## config.mk

```make
export PLATFORM = sky130hd
export DESIGN_NAME = sudoku_board_store
export DESIGN_NICKNAME = d
export VERILOG_FILES = /design/src/rtl/sudoku_pkg.sv /design/src/rtl/sudoku_cell_geom.sv /design/src/rtl/sudoku_board_store.sv
export SDC_FILE = /design/constraint.sdc
export NUM_CORES = 2
export LEC_CHECK = 0
export BUFFER_PORTS_ARGS = -buffer_cell sky130_fd_sc_hd__buf_2
export CORE_UTILIZATION = 48
export DETAILED_ROUTE_END_ITERATION = 8
export HOLD_SLACK_MARGIN = 0.12
export PLACE_DENSITY = 0.79
export SYNTH_ARGS = -nofsm -noshare
export SYNTH_HDL_FRONTEND = slang
export SYNTH_HIERARCHICAL = 1
export SYNTH_SLANG_ARGS = --single-unit
```

## constraint.sdc

```tcl
create_clock -name clk -period 4.49 [get_ports clk]
set_clock_uncertainty 0.05 [all_clocks]
set_input_delay 0.898 -clock clk [delete_from_list [all_inputs] [get_ports clk]]
set_output_delay 0.898 -clock clk [all_outputs]
set_load 0.01 [all_outputs]
```

## src/rtl/sudoku_pkg.sv

```systemverilog
`default_nettype none
// ============================================================================
//  Module   : sudoku_pkg
//  Purpose  : Shared definitions for the Sudoku board store: size helpers,
//             clog2, clear-sweep state encoding and cell geometry functions.
//  Revision : 1.0 - initial release
// ============================================================================
package sudoku_pkg;

    // Board controller states: idle (serving requests) or clear sweep.
    typedef enum logic [0:0] {
        ST_IDLE  = 1'b0,
        ST_CLEAR = 1'b1
    } state_t;

    // Ceiling log2, never less than 1 so it is usable as a vector width.
    function automatic int clog2(input int value);
        int r;
        for (r = 0; (1 << r) < value; r++) begin
        end
        return (r == 0) ? 1 : r;
    endfunction

    // Symbols per row for a given box edge.
    function automatic int n_of(input int box);
        return box * box;
    endfunction

    // Total cells on the board for a given box edge.
    function automatic int cells_of(input int box);
        return n_of(box) * n_of(box);
    endfunction

    // Geometry helpers; only ever evaluated with elaboration-time constant
    // arguments, so no runtime divider is produced.
    function automatic int row_of(input int idx, input int box);
        return idx / n_of(box);
    endfunction

    function automatic int col_of(input int idx, input int box);
        return idx % n_of(box);
    endfunction

    function automatic int box_of(input int idx, input int box);
        return (row_of(idx, box) / box) * box + (col_of(idx, box) / box);
    endfunction

endpackage
`default_nettype wire

```

## src/rtl/sudoku_cell_geom.sv

```systemverilog
`default_nettype none
// ============================================================================
//  Module   : sudoku_cell_geom
//  Purpose  : Combinational cell index -> row / column / box decode with an
//             in-range flag, built as a constant lookup over all cells.
//  Revision : 1.0 - initial release
// ============================================================================
module sudoku_cell_geom
    import sudoku_pkg::*;
#(
    parameter  int BOX   = 3,
    parameter  int IW    = 7,
    localparam int N     = n_of(BOX),
    localparam int CELLS = cells_of(BOX),
    localparam int RW    = clog2(N)
) (
    input  logic [IW-1:0] idx,
    output logic [RW-1:0] row,
    output logic [RW-1:0] col,
    output logic [RW-1:0] box,
    output logic          in_range
);

    // Each loop iteration compares against a constant index and yields
    // constant coordinates, so this unrolls into a small lookup mux.
    always_comb begin
        row      = '0;
        col      = '0;
        box      = '0;
        in_range = 1'b0;
        for (int i = 0; i < CELLS; i++) begin
            if (idx == IW'(i)) begin
                row      = RW'(row_of(i, BOX));
                col      = RW'(col_of(i, BOX));
                box      = RW'(box_of(i, BOX));
                in_range = 1'b1;
            end
        end
    end

endmodule
`default_nettype wire

```

## src/rtl/sudoku_board_store.sv

```systemverilog
`default_nettype none
// ============================================================================
//  Module   : sudoku_board_store
//  Purpose  : Sudoku cell storage with incrementally maintained row/column/
//             box used-masks, rule-checked writes, candidate reads and a
//             one-cell-per-cycle clear sweep.
//  Revision : 1.0 - initial release
// ============================================================================
module sudoku_board_store
    import sudoku_pkg::*;
#(
    parameter  int BOX   = 3,
    parameter  int VW    = 4,
    parameter  int IW    = 7,
    localparam int N     = n_of(BOX),
    localparam int CELLS = cells_of(BOX)
) (
    input  logic                clk,
    input  logic                rst_n,
    input  logic                clear_start,
    output logic                busy,
    input  logic                wr_en,
    input  logic [IW-1:0]       wr_idx,
    input  logic [VW-1:0]       wr_val,
    output logic                wr_ack,
    output logic                wr_err,
    input  logic                rd_en,
    input  logic [IW-1:0]       rd_idx,
    output logic                rd_valid,
    output logic [VW-1:0]       rd_val,
    output logic [N-1:0]        rd_cand,
    output logic [IW:0]         filled_count,
    output logic                solved,
    output logic [CELLS*VW-1:0] board_flat
);

    localparam int            RW          = clog2(N);
    localparam logic [IW-1:0] c_last_idx  = IW'(CELLS - 1);
    localparam logic [IW:0]   c_cells_cnt = (IW + 1)'(CELLS);
    localparam logic [VW-1:0] c_max_val   = VW'(N);

    // Storage
    state_t        r_state;
    logic          r_busy;
    logic [IW-1:0] r_clr_idx;
    logic [IW:0]   r_filled;
    logic [VW-1:0] r_cells    [CELLS];
    logic [N-1:0]  r_row_mask [N];
    logic [N-1:0]  r_col_mask [N];
    logic [N-1:0]  r_box_mask [N];

    // Write-port decode
    logic [RW-1:0] w_wr_row, w_wr_col, w_wr_box;
    logic          w_wr_in;
    logic [VW-1:0] w_wr_old;
    logic [N-1:0]  w_wr_used, w_new_bit, w_old_bit;
    logic          w_idle, w_wr_req, w_wr_legal, w_fill, w_erase, w_ack, w_err;

    // Read-port decode
    logic [RW-1:0] w_rd_row, w_rd_col, w_rd_box;
    logic          w_rd_in;
    logic [VW-1:0] w_rd_old;
    logic [N-1:0]  w_rd_used;
    logic          w_rd_req;

    sudoku_cell_geom #(.BOX(BOX), .IW(IW)) u_wr_geom (
        .idx      (wr_idx),
        .row      (w_wr_row),
        .col      (w_wr_col),
        .box      (w_wr_box),
        .in_range (w_wr_in)
    );

    sudoku_cell_geom #(.BOX(BOX), .IW(IW)) u_rd_geom (
        .idx      (rd_idx),
        .row      (w_rd_row),
        .col      (w_rd_col),
        .box      (w_rd_box),
        .in_range (w_rd_in)
    );

    assign w_wr_old  = w_wr_in ? r_cells[wr_idx] : '0;
    assign w_wr_used = r_row_mask[w_wr_row] | r_col_mask[w_wr_col] | r_box_mask[w_wr_box];
    assign w_rd_old  = w_rd_in ? r_cells[rd_idx] : '0;
    assign w_rd_used = r_row_mask[w_rd_row] | r_col_mask[w_rd_col] | r_box_mask[w_rd_box];

    // One-hot mask bits for the value being written and the value being erased.
    always_comb begin
        w_new_bit = '0;
        w_old_bit = '0;
        for (int k = 0; k < N; k++) begin
            w_new_bit[k] = (wr_val == VW'(k + 1));
            w_old_bit[k] = (w_wr_old == VW'(k + 1));
        end
    end

    // Write decision. A write in the same cycle as clear_start is dropped,
    // since the masks are being wiped on that edge.
    always_comb begin
        w_idle     = (r_state == ST_IDLE);
        w_wr_req   = wr_en && w_idle && !clear_start;
        w_wr_legal = w_wr_in && (wr_val <= c_max_val);
        w_erase    = w_wr_req && w_wr_legal && (wr_val == '0) && (w_wr_old != '0);
        w_fill     = w_wr_req && w_wr_legal && (wr_val != '0) && (w_wr_old == '0)
                     && !(|(w_wr_used & w_new_bit));
        w_ack      = w_wr_req && w_wr_legal && ((wr_val == '0) || w_fill);
        w_err      = w_wr_req && !w_ack;
        w_rd_req   = rd_en && w_idle;
    end

    // Board state and clear-sweep controller.
    always_ff @(posedge clk or negedge rst_n) begin
        if (!rst_n) begin
            r_state   <= ST_IDLE;
            r_busy    <= 1'b0;
            r_clr_idx <= '0;
            r_filled  <= '0;
            for (int i = 0; i < CELLS; i++) r_cells[i] <= '0;
            for (int k = 0; k < N; k++) begin
                r_row_mask[k] <= '0;
                r_col_mask[k] <= '0;
                r_box_mask[k] <= '0;
            end
        end else begin
            case (r_state)
                ST_IDLE: begin
                    if (clear_start) begin
                        r_state   <= ST_CLEAR;
                        r_busy    <= 1'b1;
                        r_clr_idx <= '0;
                        r_filled  <= '0;
                        for (int k = 0; k < N; k++) begin
                            r_row_mask[k] <= '0;
                            r_col_mask[k] <= '0;
                            r_box_mask[k] <= '0;
                        end
                    end else if (w_fill) begin
                        r_cells[wr_idx]      <= wr_val;
                        r_row_mask[w_wr_row] <= r_row_mask[w_wr_row] | w_new_bit;
                        r_col_mask[w_wr_col] <= r_col_mask[w_wr_col] | w_new_bit;
                        r_box_mask[w_wr_box] <= r_box_mask[w_wr_box] | w_new_bit;
                        r_filled             <= r_filled + (IW + 1)'(1);
                    end else if (w_erase) begin
                        r_cells[wr_idx]      <= '0;
                        r_row_mask[w_wr_row] <= r_row_mask[w_wr_row] & ~w_old_bit;
                        r_col_mask[w_wr_col] <= r_col_mask[w_wr_col] & ~w_old_bit;
                        r_box_mask[w_wr_box] <= r_box_mask[w_wr_box] & ~w_old_bit;
                        r_filled             <= r_filled - (IW + 1)'(1);
                    end
                end
                ST_CLEAR: begin
                    r_cells[r_clr_idx] <= '0;
                    if (r_clr_idx == c_last_idx) begin
                        r_state <= ST_IDLE;
                        r_busy  <= 1'b0;
                    end else begin
                        r_clr_idx <= r_clr_idx + IW'(1);
                    end
                end
                default: begin
                    r_state <= ST_IDLE;
                    r_busy  <= 1'b0;
                end
            endcase
        end
    end

    // Registered write/read responses; read data uses the pre-edge board.
    always_ff @(posedge clk or negedge rst_n) begin
        if (!rst_n) begin
            wr_ack   <= 1'b0;
            wr_err   <= 1'b0;
            rd_valid <= 1'b0;
            rd_val   <= '0;
            rd_cand  <= '0;
        end else begin
            wr_ack   <= w_ack;
            wr_err   <= w_err;
            rd_valid <= w_rd_req;
            if (w_rd_req) begin
                rd_val  <= w_rd_old;
                rd_cand <= (w_rd_in && (w_rd_old == '0)) ? ~w_rd_used : '0;
            end
        end
    end

    assign busy         = r_busy;
    assign filled_count = r_filled;
    assign solved       = (r_filled == c_cells_cnt);

    generate
        for (genvar gi = 0; gi < CELLS; gi++) begin : g_flat
            assign board_flat[gi*VW +: VW] = r_cells[gi];
        end
    endgenerate

endmodule
`default_nettype wire
```

==> summary.txt <==
Logic synthesis
  – Async S/R FF share, synth: 100.0%
  – Register area share after synthesis: 38.14%
  – Main synth FF type: dfrtp_1
  – Mux share of post-synthesis cell area: 22.67%
  – Synth warn: 6
  – Net Count, Synth: 3,713
  – Synth Area in Compound Gates: 20.55%
  – Post-synth EDFFs: 0
  – Number of distinct library cells after synthesis: 94
  – Number of synthesized register bits: 600
  – Post-Syn Instances: 3,681
  – Mapped cell area: 39,360 µm²
  – Synthesized area per cell: 10.69 µm²
  – Simple-gate share of the synthesized area: 13.54%
  – Main combinational cell family by area after synthesis: multiplexers
  – Adder-cell share of the synthesized area: 0.3052%
  – XOR/XNOR Fraction of Synth Area: 0.4450%

Clock tree
  – Clock Latency Late Sink: 690 ps
  – Reg clk slew, reported paths: 60 ps
  – Num CTS Buffers: 70
  – H-tree depth: 3
  – CTS root buf: clkbuf_16
  – CTS tree: yes
  – Clk buf depth: 3
  – # clock sinks: 600

GRT
  – GRT met2 Usage: 64.10%
  – Gr busiest metal: met2
  – First-pass GRT wire length: 263.2 mm
  – Largest net degree at the start of global routing: 92
  – Vias in the first global route: 39,342
  – GRT Util Overall: 42.88%
  – Grt met3 use: 13.14%
  – Grt met1 use: 53.69%
  – Antenna violations before repair: 11
  – Total global routing overflow: 0

Timing
  – Setup violators final: 576
  – Crit path time final: 5598 ps
  – Period utilisation layout: 124.7%
  – Final-report max-slew violation count: 0
  – Worst-Margin Slew: 1333 ps
  – RSZ-0062 raised after global routing: yes
  – Fmax: 178.6 MHz
  – Worst slew margin: 10.86%
  – Setup ws final: -1108 ps
  – Final Hold Viols: 0

Placed design
  – Post-DP HPWL: 128.4 mm
  – DP Worst Slack: -1870 ps
  – Inst Count DP: 5,538
  – Gpl congestion: 1.068
  – Number of port buffers: 372

Hold path
  – Min-delay worst type: in2async

Power
  – Leak: 23.54 nW
  – PwrDens: 349.7 nW/µm²
  – Worst vdd ir: 0.3512 mV

Cells and area
  – Layout area overhead: 32.48%
  – Final core occ: 64.53%
  – Layout cell share with drive strength beyond 1: 38.39%
  – Most frequent cells in the layout: 662 x buf_4, 600 x dfrtp_1, 362 x buf_2
  – Commonest non-fill, non-tap cell in the layout: buf_4
  – Fin nets: 4,654
  – Layout Cells excl Fill: 5,748

Drt
  – Antenna-violating nets left: 0
  – Vias per inst: 7.087
  – Final wirelength: 182.6 mm
  – Initial drt markers: 5,720
  – Avg WL per Cell: 31.77 µm
  – Overall via count from detail_route: 40,738
  – DR pass1 iterations: 9
  – DRC: 4

Worst setup path
  – CP startpoint kind: input pin
  – CP Data Arrival Time: 6060 ps
  – Worst path max stage delay: 630 ps
  – Most frequent CP cell: a211oi_2
  – Worst-path fanout max: 12
  – Crit-path slowest cell: or4b_4
  – Required @ worst endpoint: 4950 ps
  – Kind of critical path: in2reg
  – Setup crit end kind: flip-flop

Die
  – Core Footprint: 80,810 µm²
  – Die extent in y: 288.4 µm
  – Starting Density: 48.71%
  – Die area: 83,150 µm²
  – Row count: 104
  – Die Wd: 288.4 µm
  – Num ports: 373

Status
  – Failing checks: DRC, setup timing
  – Outcome: finished with violations

Job
  – Max Cap Viol: 0
==> routing by layer <==
| metal | vias up | wire, µm | part of all wire [%] |
|---|---|---|---|
| li1 | 16139 | - | - |
| met1 | 19964 | 63710 | 35 |
| met2 | 3590 | 78820 | 43 |
| met3 | 1039 | 24260 | 13 |
| met4 | 6 | 15780 | 8.6 |
| met5 | - | 42 | 0.023 |
==> worst max-delay path, delay by kind of cell <==
| kind | cells | cell delay, ps |
|---|---|---|
| muxes | 1 | 110 |
| buffers and inverters | 7 | 1000 |
| AOI/OAI and AO/OA | 15 | 2540 |
| and+or+nand+nor | 6 | 1230 |
| adders and majority gates | 1 | 260 |
==> where the power goes <==
group	switching, W	total, W	internal [W]
combinational	0.00325	0.00562	0.00236
clock	0.00262	0.00626	0.00364
sequential	0.000500	0.00636	0.00586
total	0.00637	0.0182	0.0119
==> Yosys cell counts (all sizes together) (8+ instances only) <==
cell type	number	area (µm²)
a21o	16	120.1
o221ai	19	166.4
o2111ai	9	78.83
and3	18	112.6
o21a	12	90.09
mux2	192	2425
o211ai	13	97.59
o22ai	74	469.2
nand3	45	225.2
a22o	338	2960
a31oi	24	171.4
nor2b	59	369.1
clkbuf	136	511.7
o31ai	39	297.8
inv	82	307.8
a22oi	26	195.2
o21bai	20	150.1
mux2i	260	2603
xor2	12	105.1
mux4	173	3896
nand3b	13	97.59
nand2b	50	312.8
nor4	14	118.9
o2bb2ai	15	131.4
nand4	29	196.4
nor2	284	1079
a21oi	199	1247
buf	162	890.9
ha	8	100.1
nor3b	212	1602
a211oi	33	252.7
and2	14	87.58
xnor2	8	70.07
nand2	178	668.1
a32oi	21	183.9
dfrtp	600	15010
a221o	8	80.08
o21ai	109	549.3
nor3	34	190.2
a222oi	11	110.1
a221oi	21	183.9
or2	12	75.07
==> layout make-up <==
type / count / area (µm²)
Timing Repair Buffer: 1166 / 9414
Antenna cell: 12 / 30.03
Fill cell: 6193 / 28660
Multi-Input combinational cell: 2702 / 23550
Clock buffer: 95 / 1956
Tap cell: 1060 / 1326
Sequential cell: 600 / 15010
Clock inverter: 31 / 548.0
Inverter: 82 / 307.8
==> path summary, 6_finish.rpt <==
kind                                        startpoint                           to  slack (ps)  cells past startpoint
max                                          wr_idx[5]  filled_count[7]$_DFFE_PN0P_       -1110                     30
min                                              rst_n   board_flat[17]$_DFFE_PN0P_         270                      1
max reg2reg                board_flat[284]$_DFFE_PN0P_  filled_count[7]$_DFFE_PN0P_        -300                     19
min reg2reg                     rd_cand[5]$_DFFE_PN0P_       rd_cand[5]$_DFFE_PN0P_         430                      2
max in group asynchronous                        rst_n   r_box_mask[18]$_DFFE_PN0P_        3100                      2
min in group clk                rd_cand[5]$_DFFE_PN0P_       rd_cand[5]$_DFFE_PN0P_         430                      2
==> flip-flops by register name, indices dropped and copies added, names as in the netlist <==
signal / count
board_flat: 324
busy: 1
filled_count: 8
r_box_mask: 81
r_clr_idx: 7
r_col_mask: 81
r_row_mask: 81
r_state: 1
rd_cand: 9
rd_val: 4
rd_valid: 1
wr_ack: 1
wr_err: 1
==> kinds of logic after synthesis <==
logic type	Yosys count
mux	625
buf+inv	380
flops	600
compound gates	1061
xor+xnor	20
simple gates	986
fa+ha+maj	9
==> per-stage QoR <==
stage          TNS [ps]  area [µm²]  hold slack [ps]  total power [W]
2_1_floorplan   -119950       39630            418.0         0.009104
3_3_place_gp    -669440       48020            409.8          0.01145
3_5_place_dp    -684490       48020            418.6          0.01154
4_1_cts         -302940       51320            295.6          0.01790
5_1_grt         -359530       52120            323.6          0.01870
6_report        -309030       52150            267.6          0.01823
==> timing repair <==
item                                   4_1_cts  5_1_grt
setup endpoints to repair                  576      577
hold buffers                                 0        0
endpoints found under the hold margin        0        0
gates resized for setup                     84       97
gates cloned                                 4        8
setup buffers                               43       20
pin swaps                                   38       42
Power figures use the tool's default switching activity.
